### config.mk
export PLATFORM = sky130hd
export DESIGN_NAME = zorro_intctl
export DESIGN_NICKNAME = d
export VERILOG_FILES = /design/src/rtl/zorro_intctl.sv
export SDC_FILE = /design/constraint.sdc
export NUM_CORES = 1
export LEC_CHECK = 0
export CAP_MARGIN = 10
export CORE_MARGIN = 5
export CORE_UTILIZATION = 47
export CTS_BUF_LIST = sky130_fd_sc_hd__clkbuf_4
export DETAILED_ROUTE_END_ITERATION = 12
export GPL_ROUTABILITY_DRIVEN = 1
export PLACE_DENSITY_LB_ADDON = 0.1
export SYNTH_ARGS = -nofsm -noshare
export SYNTH_HDL_FRONTEND = slang
export SYNTH_SLANG_ARGS = --single-unit
### constraint.sdc
create_clock -name clk -period 1.8 [get_ports clk]
set_clock_uncertainty 0.15 [all_clocks]
set_input_delay 0.18 -clock clk [delete_from_list [all_inputs] [get_ports clk]]
set_output_delay 0.18 -clock clk [all_outputs]
set_load 0.05 [all_outputs]
### src/rtl/zorro_intctl.sv
// Zorro III interrupt controller: synced sources, pending/enable/route regs, INT2/INT6 requests, quick-int vectors.
// dtack DTACK_DELAY clks after strobe qualification; held until FCS_n rises; FCS_n high before dtack aborts the cycle.
module zorro_intctl #(
  parameter int                 NUM_SRC     = 4,
  parameter logic [NUM_SRC-1:0] EDGE_MASK   = '0,
  parameter int                 SYNC_STAGES = 2,
  parameter int                 DTACK_DELAY = 2
) (
  input  logic               clk,
  input  logic               IORST_n,
  input  logic               reg_cycle,
  input  logic [1:0]         reg_addr,
  input  logic               FCS_n,
  input  logic               DOE,
  input  logic               DS0_n,
  input  logic               READ,
  input  logic [7:0]         din,
  output logic [7:0]         dout,
  output logic               data_oe,
  output logic               dtack,
  input  logic [NUM_SRC-1:0] src_n,
  output logic               int2_sig,
  output logic               int6_sig,
  input  logic               quickint_cycle,
  input  logic               quickint_level,
  output logic               slave
);

  localparam int CW = (DTACK_DELAY > 1) ? $clog2(DTACK_DELAY) : 1;

  typedef enum logic [1:0] {ST_IDLE, ST_WAIT, ST_ACK, ST_HOLD} state_t;

  logic [NUM_SRC-1:0] r_sync [SYNC_STAGES];
  logic [NUM_SRC-1:0] r_act_d;
  logic [NUM_SRC-1:0] r_epend;
  logic [NUM_SRC-1:0] r_en;
  logic [NUM_SRC-1:0] r_lvl;
  logic [7:0]         r_vec;
  logic               r_int2;
  logic               r_int6;
  state_t             r_state;
  logic [CW-1:0]      r_cnt;
  logic               r_is_ack;
  logic               r_is_read;
  logic [1:0]         r_addr;
  logic [2:0]         r_win;

  logic [NUM_SRC-1:0] w_act;
  logic [NUM_SRC-1:0] w_rise;
  logic [NUM_SRC-1:0] w_pend;
  logic [NUM_SRC-1:0] w_match_hi;
  logic [NUM_SRC-1:0] w_match_lo;
  logic [NUM_SRC-1:0] w_sel;
  logic [NUM_SRC-1:0] w_win_oh;
  logic [NUM_SRC-1:0] w_clr;
  logic [2:0]         w_win;
  logic               w_win_vld;
  logic               w_ack_start;
  logic               w_reg_start;
  logic               w_commit;
  logic               w_ack_done;
  logic               w_busy;
  state_t             w_next;

  // Sync chain stores the active-high sense so reset (all 0) means "inactive".
  always_ff @(posedge clk or negedge IORST_n) begin
    if (!IORST_n) begin
      for (int s = 0; s < SYNC_STAGES; s++) r_sync[s] <= '0;
      r_act_d <= '0;
    end else begin
      r_sync[0] <= ~src_n;
      for (int s = 1; s < SYNC_STAGES; s++) r_sync[s] <= r_sync[s-1];
      r_act_d <= w_act;
    end
  end

  assign w_act      = r_sync[SYNC_STAGES-1];
  assign w_rise     = w_act & ~r_act_d;
  assign w_pend     = (w_act & ~EDGE_MASK) | (r_epend & EDGE_MASK);
  assign w_match_hi = w_pend & r_en & r_lvl;
  assign w_match_lo = w_pend & r_en & ~r_lvl;
  assign w_sel      = quickint_level ? w_match_hi : w_match_lo;

  always_comb begin
    w_win     = '0;
    w_win_vld = 1'b0;
    for (int i = NUM_SRC - 1; i >= 0; i--) begin
      if (w_sel[i]) begin
        w_win     = 3'(i);
        w_win_vld = 1'b1;
      end
    end
  end

  assign w_ack_start = quickint_cycle & ~FCS_n & w_win_vld;
  assign w_reg_start = reg_cycle & ~FCS_n & DOE & ~DS0_n;
  assign w_busy      = (r_state != ST_IDLE);
  assign w_commit    = (r_state == ST_ACK) & ~r_is_ack & ~r_is_read;
  assign w_ack_done  = (r_state == ST_HOLD) & FCS_n & r_is_ack;
  assign w_win_oh    = NUM_SRC'(1) << r_win;
  assign w_clr       = ((w_commit && r_addr == 2'd0) ? din[NUM_SRC-1:0] : '0) |
                       (w_ack_done ? w_win_oh : '0);

  always_ff @(posedge clk or negedge IORST_n) begin
    if (!IORST_n) begin
      r_state <= ST_IDLE;
    end else begin
      r_state <= w_next;
    end
  end

  always_comb begin
    w_next = r_state;
    case (r_state)
      ST_IDLE: if (w_ack_start || w_reg_start) w_next = ST_WAIT;
      ST_WAIT: begin
        if (FCS_n)                                 w_next = ST_IDLE;
        else if (r_cnt == CW'(DTACK_DELAY - 1))    w_next = ST_ACK;
      end
      ST_ACK:  w_next = ST_HOLD;
      ST_HOLD: if (FCS_n) w_next = ST_IDLE;
      default: w_next = ST_IDLE;
    endcase
  end

  // Cycle context, including the ack winner, is frozen at WAIT entry.
  always_ff @(posedge clk or negedge IORST_n) begin
    if (!IORST_n) begin
      r_cnt     <= '0;
      r_is_ack  <= 1'b0;
      r_is_read <= 1'b0;
      r_addr    <= '0;
      r_win     <= '0;
    end else if (r_state == ST_IDLE) begin
      r_cnt <= '0;
      if (w_ack_start || w_reg_start) begin
        r_is_ack  <= w_ack_start;
        r_is_read <= READ & ~w_ack_start;
        r_addr    <= reg_addr;
        r_win     <= w_win;
      end
    end else if (r_state == ST_WAIT) begin
      r_cnt <= r_cnt + 1'b1;
    end
  end

  always_ff @(posedge clk or negedge IORST_n) begin
    if (!IORST_n) begin
      r_en    <= '0;
      r_lvl   <= '0;
      r_vec   <= 8'h0F;
      r_epend <= '0;
      r_int2  <= 1'b0;
      r_int6  <= 1'b0;
    end else begin
      if (w_commit) begin
        case (r_addr)
          2'd1:    r_en  <= din[NUM_SRC-1:0];
          2'd2:    r_lvl <= din[NUM_SRC-1:0];
          2'd3:    r_vec <= din;
          default: ;
        endcase
      end
      // A new edge in the same clock as a clear keeps the bit pending.
      r_epend <= ((r_epend & ~w_clr) | w_rise) & EDGE_MASK;
      r_int2  <= |w_match_lo;
      r_int6  <= |w_match_hi;
    end
  end

  assign int2_sig = r_int2;
  assign int6_sig = r_int6;
  assign dtack    = (r_state == ST_ACK) || (r_state == ST_HOLD);
  assign slave    = w_busy & r_is_ack;
  assign data_oe  = w_busy & (r_is_ack | r_is_read);

  always_comb begin
    dout = 8'h00;
    if (data_oe) begin
      if (r_is_ack) begin
        dout = {r_vec[7:3], r_win};
      end else begin
        case (r_addr)
          2'd0:    dout = 8'(w_pend);
          2'd1:    dout = 8'(r_en);
          2'd2:    dout = 8'(r_lvl);
          default: dout = r_vec;
        endcase
      end
    end
  end

endmodule

=== Word-level counts from Yosys, hierarchy flattened ===
Cells that the tools add are included.

* Muxes and demuxes: 19
* Bitwise gates (word level): 21
* Add/subtract/negate cells: 1
* Reductions and logical operators: 13
* Divide/modulo/power cells: 0
* $mul: 0
* Magnitude comparators: 0
* Shift-type cells: 0
* Equality and inequality tests: 9

{| class="wikitable"
|+ Operators with widths
! operator !! count
|-
| $pmux W8 S3 || 1
|-
| $mux W8 || 2
|-
| $and A4 B4 Y4 || 3
|-
| $and A1 B1 Y1 || 10
|-
| $mux W2 || 5
|-
| $mux W3 || 3
|-
| $eq A2 B2 Y1 const B || 4
|-
| $not A4 Y4 || 2
|-
| $pmux W2 S4 || 1
|-
| $reduce_and A2 Y1 || 4
|-
| $reduce_or A4 Y1 || 2
|-
| $mux W1 || 6
|-
| $not A1 Y1 || 5
|-
| $eq A2 B1 Y1 const B || 2
|-
| $logic_not A2 Y1 || 2
|-
| $mux W4 || 1
|-
| $ne A2 B2 Y1 const B || 2
|-
| $reduce_bool A2 Y1 || 2
|-
| $ne A3 B3 Y1 const B || 1
|-
| $reduce_and A3 Y1 || 1
|-
| $logic_or A1 B1 Y1 || 2
|-
| $add A1 B1 Y1 const B || 1
|-
| $or A1 B1 Y1 || 1
|}

* Memory bits (writable): 0
* Latch bits: 0
* Flip-flop bits (word level): 36
* Output and inout bits: 13
* Bits in read-only memories: 0
* Logic and storage cells: 76
* Memories kept: 0
* Input port bits: 23

=== Longest topological paths before layout ===
Gate-level depths: netlist (run 1).

* Depth in word-level cells: 11
* Mapped depth: 5
* Depth with buffers taken out: 4

=== Worst setup path after synthesis (run 1) ===
OpenSTA, ideal clock, no wires.

* Kind: flip-flop to output port
* From: register r_state[0]
* To: output port dout[3]
* Arrival time: 1787 ps
* Required time: 1470 ps
* Slack: -317 ps
* Stages on the path, launching flop included: 5
* Path buffers: 1
* Path through: dfrtp_1 > buf_2 > nor2_4 > nor2_1 > o221a_2

* Word-level cells in the longest chain between the ends: 3

{| class="wikitable"
|+ RTL lines
! element !! RTL line !! text
|-
| start: declaration || 41 || <nowiki>state_t r_state;</nowiki>
|-
| start signal: assignment || 108 || <nowiki>r_state <= w_next;</nowiki>
|-
| $reduce_bool A2 Y1 || 97 || <nowiki>assign w_busy = (r_state != ST_IDLE);</nowiki>
|-
| $and A1 B1 Y1 || 175 || <nowiki>assign data_oe = w_busy & (r_is_ack | r_is_read);</nowiki>
|-
| via data_oe || 19 || <nowiki>output logic data_oe,</nowiki>
|-
| $mux W8 || 179 || <nowiki>if (data_oe) begin</nowiki>
|-
| end: declaration || 18 || <nowiki>output logic [7:0] dout,</nowiki>
|}

The timed path passes the listed nets, and every way through them passes these cells.

=== Final worst setup path (run 1) ===
* From: register r_addr[0]
* To: output port dout[1]

* Word-level cells in the longest chain between the ends: 4
* Elaborated cells between the ends (all ways): 6

{| class="wikitable"
|+ RTL lines
! element !! RTL line !! text
|-
| start: declaration || 45 || <nowiki>logic [1:0] r_addr;</nowiki>
|-
| start signal: assignment || 139 || <nowiki>r_addr <= reg_addr;</nowiki>
|-
| $eq A2 B2 Y1, or another cell as far along || 183 || <nowiki>case (r_addr)</nowiki>
|-
| $pmux W8 S3 (*) || 183 ||
|-
| $mux W8 (*) || 180 || <nowiki>if (r_is_ack) begin</nowiki>
|-
| $mux W8 (*) || 179 ||
|}

Mark *: on every way between the ends. The rest lies on a longest branch, timed or not.

==> metrics.txt, run 1 <==
endpoints failing setup=8; area share of the largest cell type after synthesis=44.9%; cells after synthesis=143; layout cells sized above 1=44.3%; GPL Wtd Cong=0.903; Core Area=3610 µm²; DP Wirelength=2880 µm; RSZ-0062 raised after global routing=yes; Yosys reg bits=35; Max Root-Sink Buffers=2; DRT Pass-1 Iters=4; final setup margin=-239 ps; Max-slew headroom=70.9%; dominant register cell in the synthesized netlist=dfrtp_1; DR WL/cell=15.8 µm; Starting DRT DRC Count=63; distinct cell type count after synthesis=45; chip width=70.6 µm; Avg Cell Area, Syn=12.1 µm²; pwr/cell area=1670 nW/µm²; Final #Nets=223; Worst Setup Start Kind=register; total power=4.17 mW; DIE HEIGHT=70.6 µm; ANT cells=0; syn_nets=166; CTS buffer count=5; Leakage=1.06 nW; PortBufs=35; row cnt=22; largest cells by area after synthesis=dfrtp_1, mux2_4, dfstp_2, mux2_2, mux4_2; post-synthesis sequential area ratio=51.0%; Layout Utilization=69.3%; cell taking the most area after synthesis=dfrtp_1; largest net degree at the start of global routing=36; starting density of the core=47.9%; hold-fix buffers at CTS=0; Arr. time, crit path=1710 ps; total gr overflow=0; Global Route Usage Sum=16.9%; r2r setup slk=20 ps; Fmax achieved=490 MHz; first-pass GRT wire length=6640 µm; drt total wl=3930 µm; number of max-slew violations in the final report=0; synth warn=0; failing checks=negative setup slack; synth-to-layout area growth=44.5%; Clk Latency, worst-skew pair=330 ps; CP Max Fanout=4; io pins=36; DIE AREA=4990 µm²; Peak VDD IR=0.803 mV; most frequent cells in the layout=dfrtp_1, clkdlybuf4s50_1, buf_4; ANT nets after route=0; setup_tns=-1410 ps; crit path kind=reg2out; vias in the first global route=1,376; worst path cell trace=mux4_2 -> a22oi_2 -> nor2_2 -> buf_6; CTS H-tree lvls=2; CP max-delay cell=mux4_2; min Tclk post-route=2040 ps; Critical Path End Type=primary output; CP required=1470 ps; FFs w/ async S/R, synth=100%; max_cap viols=0; root buffer cell=clkbuf_4; EDFF count, synth=0; via count=1,351; status=complete, but fails checks; initial antenna violation count=0; Worst Tran Pin Value=437 ps; Worst Hold Class=in2async; leading cell type in the layout, fill and taps excluded=dfrtp_1; period utilization=113%; Critical Path Max Stage Delay=560 ps; clock-pin slew on the worst setup and hold paths=100 ps; Synth Cell Area=1730 µm²; CTS tree=yes; endpoints failing hold=0; detailed-route DRC error count=0; Vias/cell=5.43; clk sinks=35
-- synthesized netlist by cell type, types with 2 or more instances --
| cell type | count |
|---|---|
| a32oi_1 | 2 |
| mux2_2 | 8 |
| a22oi_1 | 2 |
| nand3_1 | 3 |
| nor2b_1 | 4 |
| and2_1 | 7 |
| mux4_2 | 3 |
| o211ai_1 | 4 |
| buf_2 | 3 |
| inv_1 | 4 |
| dfstp_2 | 4 |
| nor2_1 | 8 |
| xor2_1 | 3 |
| nand2_1 | 13 |
| a21oi_1 | 4 |
| dfrtp_1 | 31 |
| a32o_1 | 3 |
| nand3b_1 | 2 |
| o21a_1 | 2 |
| mux2_4 | 8 |
-- per-layer routing --
| metal | track usage, % | part of all wire (%) | vias up |
|---|---|---|---|
| met4 | 7.93 | 1.8 | 0 |
| met1 | 21.4 | 42 | 676 |
| met2 | 27.3 | 50 | 36 |
| li1 | - | - | 633 |
| met5 | 0 | 0 | - |
| met3 | 3.98 | 5.7 | 6 |
-- repair_timing --
| item | 4_1_cts | 5_1_grt |
|---|---|---|
| hold endpoints to repair | 0 | 0 |
| endpoints found under the setup margin | 9 | 26 |
| buffers inserted | 4 | 1 |
| pin swaps | 8 | 7 |
| gates resized for setup | 24 | 8 |
-- layout make-up --
class / instances / area [µm²]
timing repair buffer: 57 / 619
tap: 48 / 60.1
inverter: 5 / 18.8
multi-input combinational: 96 / 862
clock inverter: 2 / 7.51
sequential: 35 / 885
fill: 263 / 1110
clock buffer: 6 / 45.0
-- critical path, delay by kind of cell, from the launching register on --
family	cells	cell delay (ps)
mux	1	560
buf+inv	1	150
compound gates	1	160
flops	1	460
simple gates	1	50
-- through the flow --
step,std cells,instance area (µm²),hold slack (ps),worst slack [ps]
5_1_grt,249,2500,130,-318
6_report,249,2500,100,-239
4_1_cts,248,2460,101,-243
2_1_floorplan,143,1740,-266,-45.3
3_5_place_dp,236,2290,186,-263
3_3_place_gp,236,2290,183,-159
-- flip-flops by register name, indices dropped and copies added, names as in the netlist, named ones only --
register / count
r_state: 1
r_vec: 8
int6_sig: 1
r_is_read: 1
r_lvl: 4
r_sync: 4
int2_sig: 1
r_addr: 2
r_is_ack: 1
r_en: 4
w_act: 4
r_cnt: 1
r_win: 2
-- where the power goes --
group          total [mW]  leakage [nW]  switching [mW]  internal [mW]
sequential           1.42         0.415           0.310           1.11
combinational        2.35         0.615            1.15           1.20
clock               0.408        0.0307           0.249          0.160
-- logic make-up (layout without fill, tap and decap cells) --
group                  count (synthesis)  in the layout  share of synthesized area [%]
AND/OR/NAND/NOR                       44             44                           14.3
XOR/XNOR                               4              4                           2.03
flip-flops                            35             35                           51.0
buffers and inverters                 12             70                           3.55
multiplexers                          19             19                           16.1
AO/OA/AOI/OAI                         29             29                           13.0
-- final timing paths --
kind / cells past startpoint / endpoint / from
hold / removal: 2 / r_sync[4] / IORST_n
setup / recovery: 4 / dout[1] / r_addr[0]
hold reg to reg: 0 / w_act[1] / r_sync[5]
setup reg to reg: 5 / r_en[1] / r_is_read
max in group asynchronous: 2 / r_vec[1] / IORST_n
min in group clk: 2 / r_sync[6] / src_n[2]
Power figures use the tool's default switching activity.
==> inputs of run 2 (changes only) <==
Settings changed: ABC_AREA set to 1, MAX_ROUTING_LAYER set to met4.
==> metrics.txt, run 2 <==
status=complete, but fails checks; failing checks=negative setup slack; Starting DRT DRC Count=45 (-29%); vias in the first global route=1,495 (+8.6%); crit path kind=reg2out; largest net degree at the start of global routing=36 (unchanged); initial antenna violation count=0 (unchanged); switching part of the total=46.4% (+5.5 points); Combinational Power Share=56.7% (+0.5 points); worst path cell trace=inv_2 -> nor2_4 -> nand2_1 -> nand2_2 -> a221oi_4 -> o21ai_2 -> buf_12; clock-pin slew on the worst setup and hold paths=100 ps (about the same); CP bufs+invs=2 (+1); endpoints failing setup=9 (+1); DRT Pass-1 Iters=6 (+2); ANT nets after route=0 (unchanged); Synth Cell Area=1660 µm² (-3.8%); CTS H-tree lvls=2 (unchanged); max_cap viols=0 (unchanged); Yosys reg bits=35 (unchanged); max reg flops=8 (unchanged); Largest Register=r_vec; cell taking the most area after synthesis=dfrtp_1; Leakage=1.15 nW (+8.2%); CP required=1470 ps (about the same); CP Max Fanout=6 (+2); synth-to-layout area growth=43.2%; root buffer cell=clkbuf_4; leading cell type in the layout, fill and taps excluded=nand2_1; Arr. time, crit path=1620 ps (-90 ps); Layout Utilization=70.2% (+0.95 points); layout cells sized above 1=31.7% (-13 points); Clock Power Share=9.8% (about the same); DIE AREA=4820 µm² (-3.3%); row cnt=21 (-4.5%); DR WL/cell=13.4 µm (-15%); Critical Path End Type=primary output; RSZ-0062 raised after global routing=yes; Final #Nets=271 (+22%); detailed-route DRC error count=0 (unchanged); Vias/cell=5.06 (-6.8%); post-synthesis sequential area ratio=53.0% (+2.0 points); Int Power=2.30 mW (-6.7%); final setup margin=-155 ps (+84.7 ps); Critical Path Max Stage Delay=490 ps (-70 ps); CTS buffer count=5 (unchanged); area share of the largest cell type after synthesis=46.7% (+1.8 points); part of the power in registers=33.6% (-0.4 points); Peak VDD IR=1.33 mV (+66%); total gr overflow=0 (unchanged); syn_nets=222 (+34%); io pins=36 (unchanged); Worst Hold Class=in2async; CP top delay family=flip-flops; starting density of the core=49.0% (+1.1 points); Max Root-Sink Buffers=2 (unchanged); CP max-delay cell=dfrtp_2; top post-synthesis cells by count=nand2_1, dfrtp_1, inv_1; pwr/cell area=1800 nW/µm² (+7.9%); switching power=1.99 mW (+17%); via count=1,492 (+10%); chip width=69.5 µm (-1.7%); dominant register cell in the synthesized netlist=dfrtp_1; synth warn=0 (unchanged); number of max-slew violations in the final report=0 (unchanged); Avg Cell Area, Syn=8.35 µm² (-31%); GPL Wtd Cong=0.918 (+1.7%); most frequent cell after synthesis=nand2_1; clk sinks=35 (unchanged); DIE HEIGHT=69.5 µm (-1.7%); largest cells by area after synthesis=dfrtp_1, nand2_1, dfstp_2, o21ai_0, inv_1; endpoints failing hold=0 (unchanged); PortBufs=35 (unchanged); Core Area=3390 µm² (-6.0%); period utilization=109% (-4.7 points); drt total wl=3950 µm (+0.61%); total power=4.29 mW (+2.8%); min Tclk post-route=1950 ps (-84.7 ps); FFs w/ async S/R, synth=100% (unchanged); Clk Latency, worst-skew pair=340 ps (about the same); Worst Tran Pin Value=425 ps (-11.3 ps); CTS tree=yes; DP Wirelength=2970 µm (+3.3%); distinct cell type count after synthesis=26 (-42%); Worst Setup Start Kind=register; cells after synthesis=199 (+39%); FILL cells=246 (-6.5%); Fmax achieved=512 MHz (+4.3%); Global Route Usage Sum=17.9% (+1.0 points); ANT cells=0 (unchanged); hold-fix buffers at CTS=0 (unchanged); first-pass GRT wire length=6710 µm (+1.0%); EDFF count, synth=0 (unchanged); Max-slew headroom=71.6% (+0.75 points); most frequent cells in the layout=nand2_1, dfrtp_1, clkdlybuf4s50_1
run 2: area by class of cell:
class	instances	area, µm²	share of cell area, %
multi-input cells	137	815	34.2
well taps	46	57.6	2.42
clock buffers	6	45.0	1.89
repair buffers	44	467	19.6
clock inverters	2	12.5	0.526
inverters	25	100	4.21
flip-flops and latches	35	883	37.1
run 2: final timing paths:
path / start / to / slack (ps) / cells after the start
setup / recovery: r_addr[1] / dout[1] / -150 / 7
hold / removal: IORST_n / r_is_ack / 80 / 2
setup reg to reg: r_is_read / r_vec[6] / 110 / 5
hold reg to reg: r_sync[7] / w_act[3] / 210 / 0
max in group asynchronous: IORST_n / r_vec[2] / 1080 / 2
min in group clk: src_n[0] / r_sync[4] / 160 / 2
run 2: repair_timing:
item / CTS / global route
endpoints found under the hold margin: 0 / 0
gates resized for setup: 17 / 21
pin swaps: 3 / 7
endpoints found under the setup margin: 9 / 9
setup buffers: 4 / 0
run 2: metrics by stage:
step                worst slack (ps)  hold slack (ps)  cells  instance area [µm²]  TNS, ps
floorplan                       -133             -266    199                 1710     -133
finish                          -155             79.4    295                 2380     -782
detailed placement              31.3              186    283                 2170        0
global route                    -249              118    295                 2380    -1410
CTS                             -109             86.4    295                 2300     -680
global placement                93.1              183    283                 2170        0
run 2: cells by family (layout without fill, tap and decap cells):
family	count (synthesis)	count (layout)	synth area share, %
simple gates	108	108	28.8
flops	35	35	53.0
buf+inv	27	77	6.55
compound gates	25	25	8.43
mux	4	4	3.16
run 2: power groups by stage:
stage	clock [mW]	sequential (mW)	combinational (mW)
floorplan	0	1.39	1.32
global placement	0	1.39	2.05
detailed placement	0	1.39	2.10
CTS	0.435	1.40	2.30
global route	0.464	1.48	2.63
finish	0.419	1.44	2.43
run 2: metal layers:
layer / global-route usage, % / vias to the layer above / share of wire (%)
met4: 9.54 / 0 / 3.9
met5: - / - / 0
met2: 27.8 / 48 / 48
met3: 4.93 / 14 / 5.4
li1: - / 737 / -
met1: 21.1 / 693 / 43
==> inputs of run 3 (changes only) <==
Settings changed: ABC_AREA 1 to not set.
Clock period 1.8 ns to 1.7 ns, I/O delays scaled along.
==> metrics.txt, run 3 (same netlist as run 1, synthesis figures left out) <==
final setup margin=-339 ps (-184 ps); via count=1,396 (-6.4%); status=complete, but fails checks; CP Max Fanout=4 (-2); Critical Path Max Stage Delay=550 ps (+60 ps); Starting DRT DRC Count=74 (+64%); first-pass GRT wire length=7220 µm (+7.7%); Peak VDD IR=0.881 mV (-34%); DRT Pass-1 Iters=6 (unchanged); starting density of the core=47.9% (-1.1 points); clk sinks=35 (unchanged); Arr. time, crit path=1720 ps (+100 ps); DP Wirelength=3030 µm (+1.8%); min Tclk post-route=2040 ps; max_cap viols=0 (unchanged); Worst Setup Start Kind=register; Max Root-Sink Buffers=2 (unchanged); CP required=1380 ps (-90 ps); Leakage=1.13 nW (-1.7%); CP max-delay cell=mux4_2; DR WL/cell=16.8 µm (+26%); Worst Hold Class=in2async; row cnt=22 (+4.8%); hold-fix buffers at CTS=0 (unchanged); Design Area, Final=2640 µm² (+11%); Vias/cell=5.39 (+6.6%); DIE AREA=4990 µm² (+3.4%); Core Area=3610 µm² (+6.4%); total gr overflow=0 (unchanged); endpoints failing setup=24 (+15); Largest Register=r_vec; clock-pin slew on the worst setup and hold paths=120 ps (+20 ps); Layout Utilization=73.1% (+2.9 points); Worst Tran Pin Value=443 ps (+18.1 ps); RR Startpoint=r_state[0]; GPL Wtd Cong=0.835 (-9.0%); period utilization=120%; CTS tree=yes; layout cells sized above 1=50.7% (+19 points); Clk Latency, worst-skew pair=350 ps (about the same); chip width=70.6 µm (+1.7%); drt total wl=4360 µm (+10%); setup_tns=-3250 ps (-2470 ps); crit path kind=reg2out; max reg flops=8 (unchanged); Cell Area, Placed=2320 µm² (+7.2%); largest net degree at the start of global routing=36 (unchanged); pwr/cell area=1820 nW/µm² (+0.95%); Critical Path End Type=primary output; PortBufs=35 (unchanged); area of the multi-input gates=915 µm² (+12%); FILL cells=245 (-0.41%); most frequent cells in the layout=dfrtp_1, buf_4, clkdlybuf4s50_1; RSZ-0062 raised after global routing=yes; WHS=71.4 ps (-8.00 ps); root buffer cell=clkbuf_4; leading cell type in the layout, fill and taps excluded=dfrtp_1; failing checks=negative setup slack; endpoints failing hold=0 (unchanged); Final #Nets=233 (-14%); detailed-route DRC error count=0 (unchanged); r2r setup slk=-120 ps (-230 ps); Max-slew headroom=70.4% (-1.2 points); R2R cell count=5 (unchanged); number of max-slew violations in the final report=0 (unchanged); worst path cell trace=mux4_2 -> a22oi_2 -> nor2_2 -> buf_6; CTS H-tree lvls=2 (unchanged); io pins=36 (unchanged); ANT cells=0 (unchanged); synth-to-layout area growth=52.6%; Fmax achieved=491 MHz; Global Route Usage Sum=19.2% (+1.3 points); CTS buffer count=5 (unchanged); ANT nets after route=0 (unchanged); worst r2r dst=r_en[1]; vias in the first global route=1,484 (-0.74%); DIE HEIGHT=70.6 µm (+1.7%); Register Area=883 µm² (unchanged); initial antenna violation count=0 (unchanged)
run 3: changes by cell type in the layout (fill, tap and decap cells not counted), moves of 4 or more:
cell | before | now
nand2_1 | 54 | 13
inv_1 | 20 | 4
buf_4 | 12 | 27
o21ai_0 | 14 | 0
nand2_2 | 11 | 0
nand3_1 | 11 | 3
mux2_2 | 2 | 8
mux2_4 | 2 | 8
nand4_1 | 6 | 0
and2_4 | 0 | 5
nor2_1 | 8 | 3
o211ai_1 | 0 | 4
run 3: what timing repair did:
action,in CTS,in global routing
setup endpoints to repair,12,31
pin swaps,9,8
buffers inserted,4,6
gates resized for setup,23,18
endpoints found under the hold margin,0,0
run 3: area by class of cell:
class                           instances  area share, %
Inverter                                5          0.712
Sequential cell                        35           33.5
Multi-Input combinational cell         96           34.7
Clock inverter                          2          0.474
Clock buffer                            6           1.71
Timing Repair Buffer                   67           26.7
Tap cell                               48           2.28
run 3: worst max path at each step:
stage | startpoint | endpoint | cells past startpoint
2_1_floorplan | register | dout[3] | 3
3_3_place_gp | quickint_level | r_is_read | 5
3_5_place_dp | quickint_level | r_is_read | 5
4_1_cts | r_addr[0] | dout[1] | 4
5_1_grt | r_addr[0] | dout[1] | 4
6_report | r_addr[0] | dout[1] | 4
run 3: stage by stage:
| stage | std cells | setup slack, ps | power, mW |
|---|---|---|---|
| 3_5_place_dp | 241 | -303 | 3.76 |
| 3_3_place_gp | 241 | -237 | 3.69 |
| 2_1_floorplan | 143 | -110 | 2.82 |
| 5_1_grt | 259 | -441 | 5.08 |
| 4_1_cts | 253 | -366 | 4.51 |
| 6_report | 259 | -339 | 4.80 |
run 3: critical path, delay by kind of cell, from the launching register on:
family                 cells  cell delay [ps]
flip-flops                 1              470
AO/OA/AOI/OAI              1              150
buffers and inverters      1              150
AND/OR/NAND/NOR            1               50
multiplexers               1              550
run 3: routing by layer:
layer | GRT usage [%] | vias to the layer above | wire length (µm)
li1 | - | 652 | -
met1 | 22.2 | 695 | 1760
met3 | 5.97 | 10 | 271
met5 | - | - | 0
met4 | 6.89 | 0 | 58
met2 | 31.6 | 39 | 2260
run 3: where the power goes:
part	internal, mW	switching [mW]
logic	1.49	1.37
registers	1.17	0.300
clock network	0.175	0.293
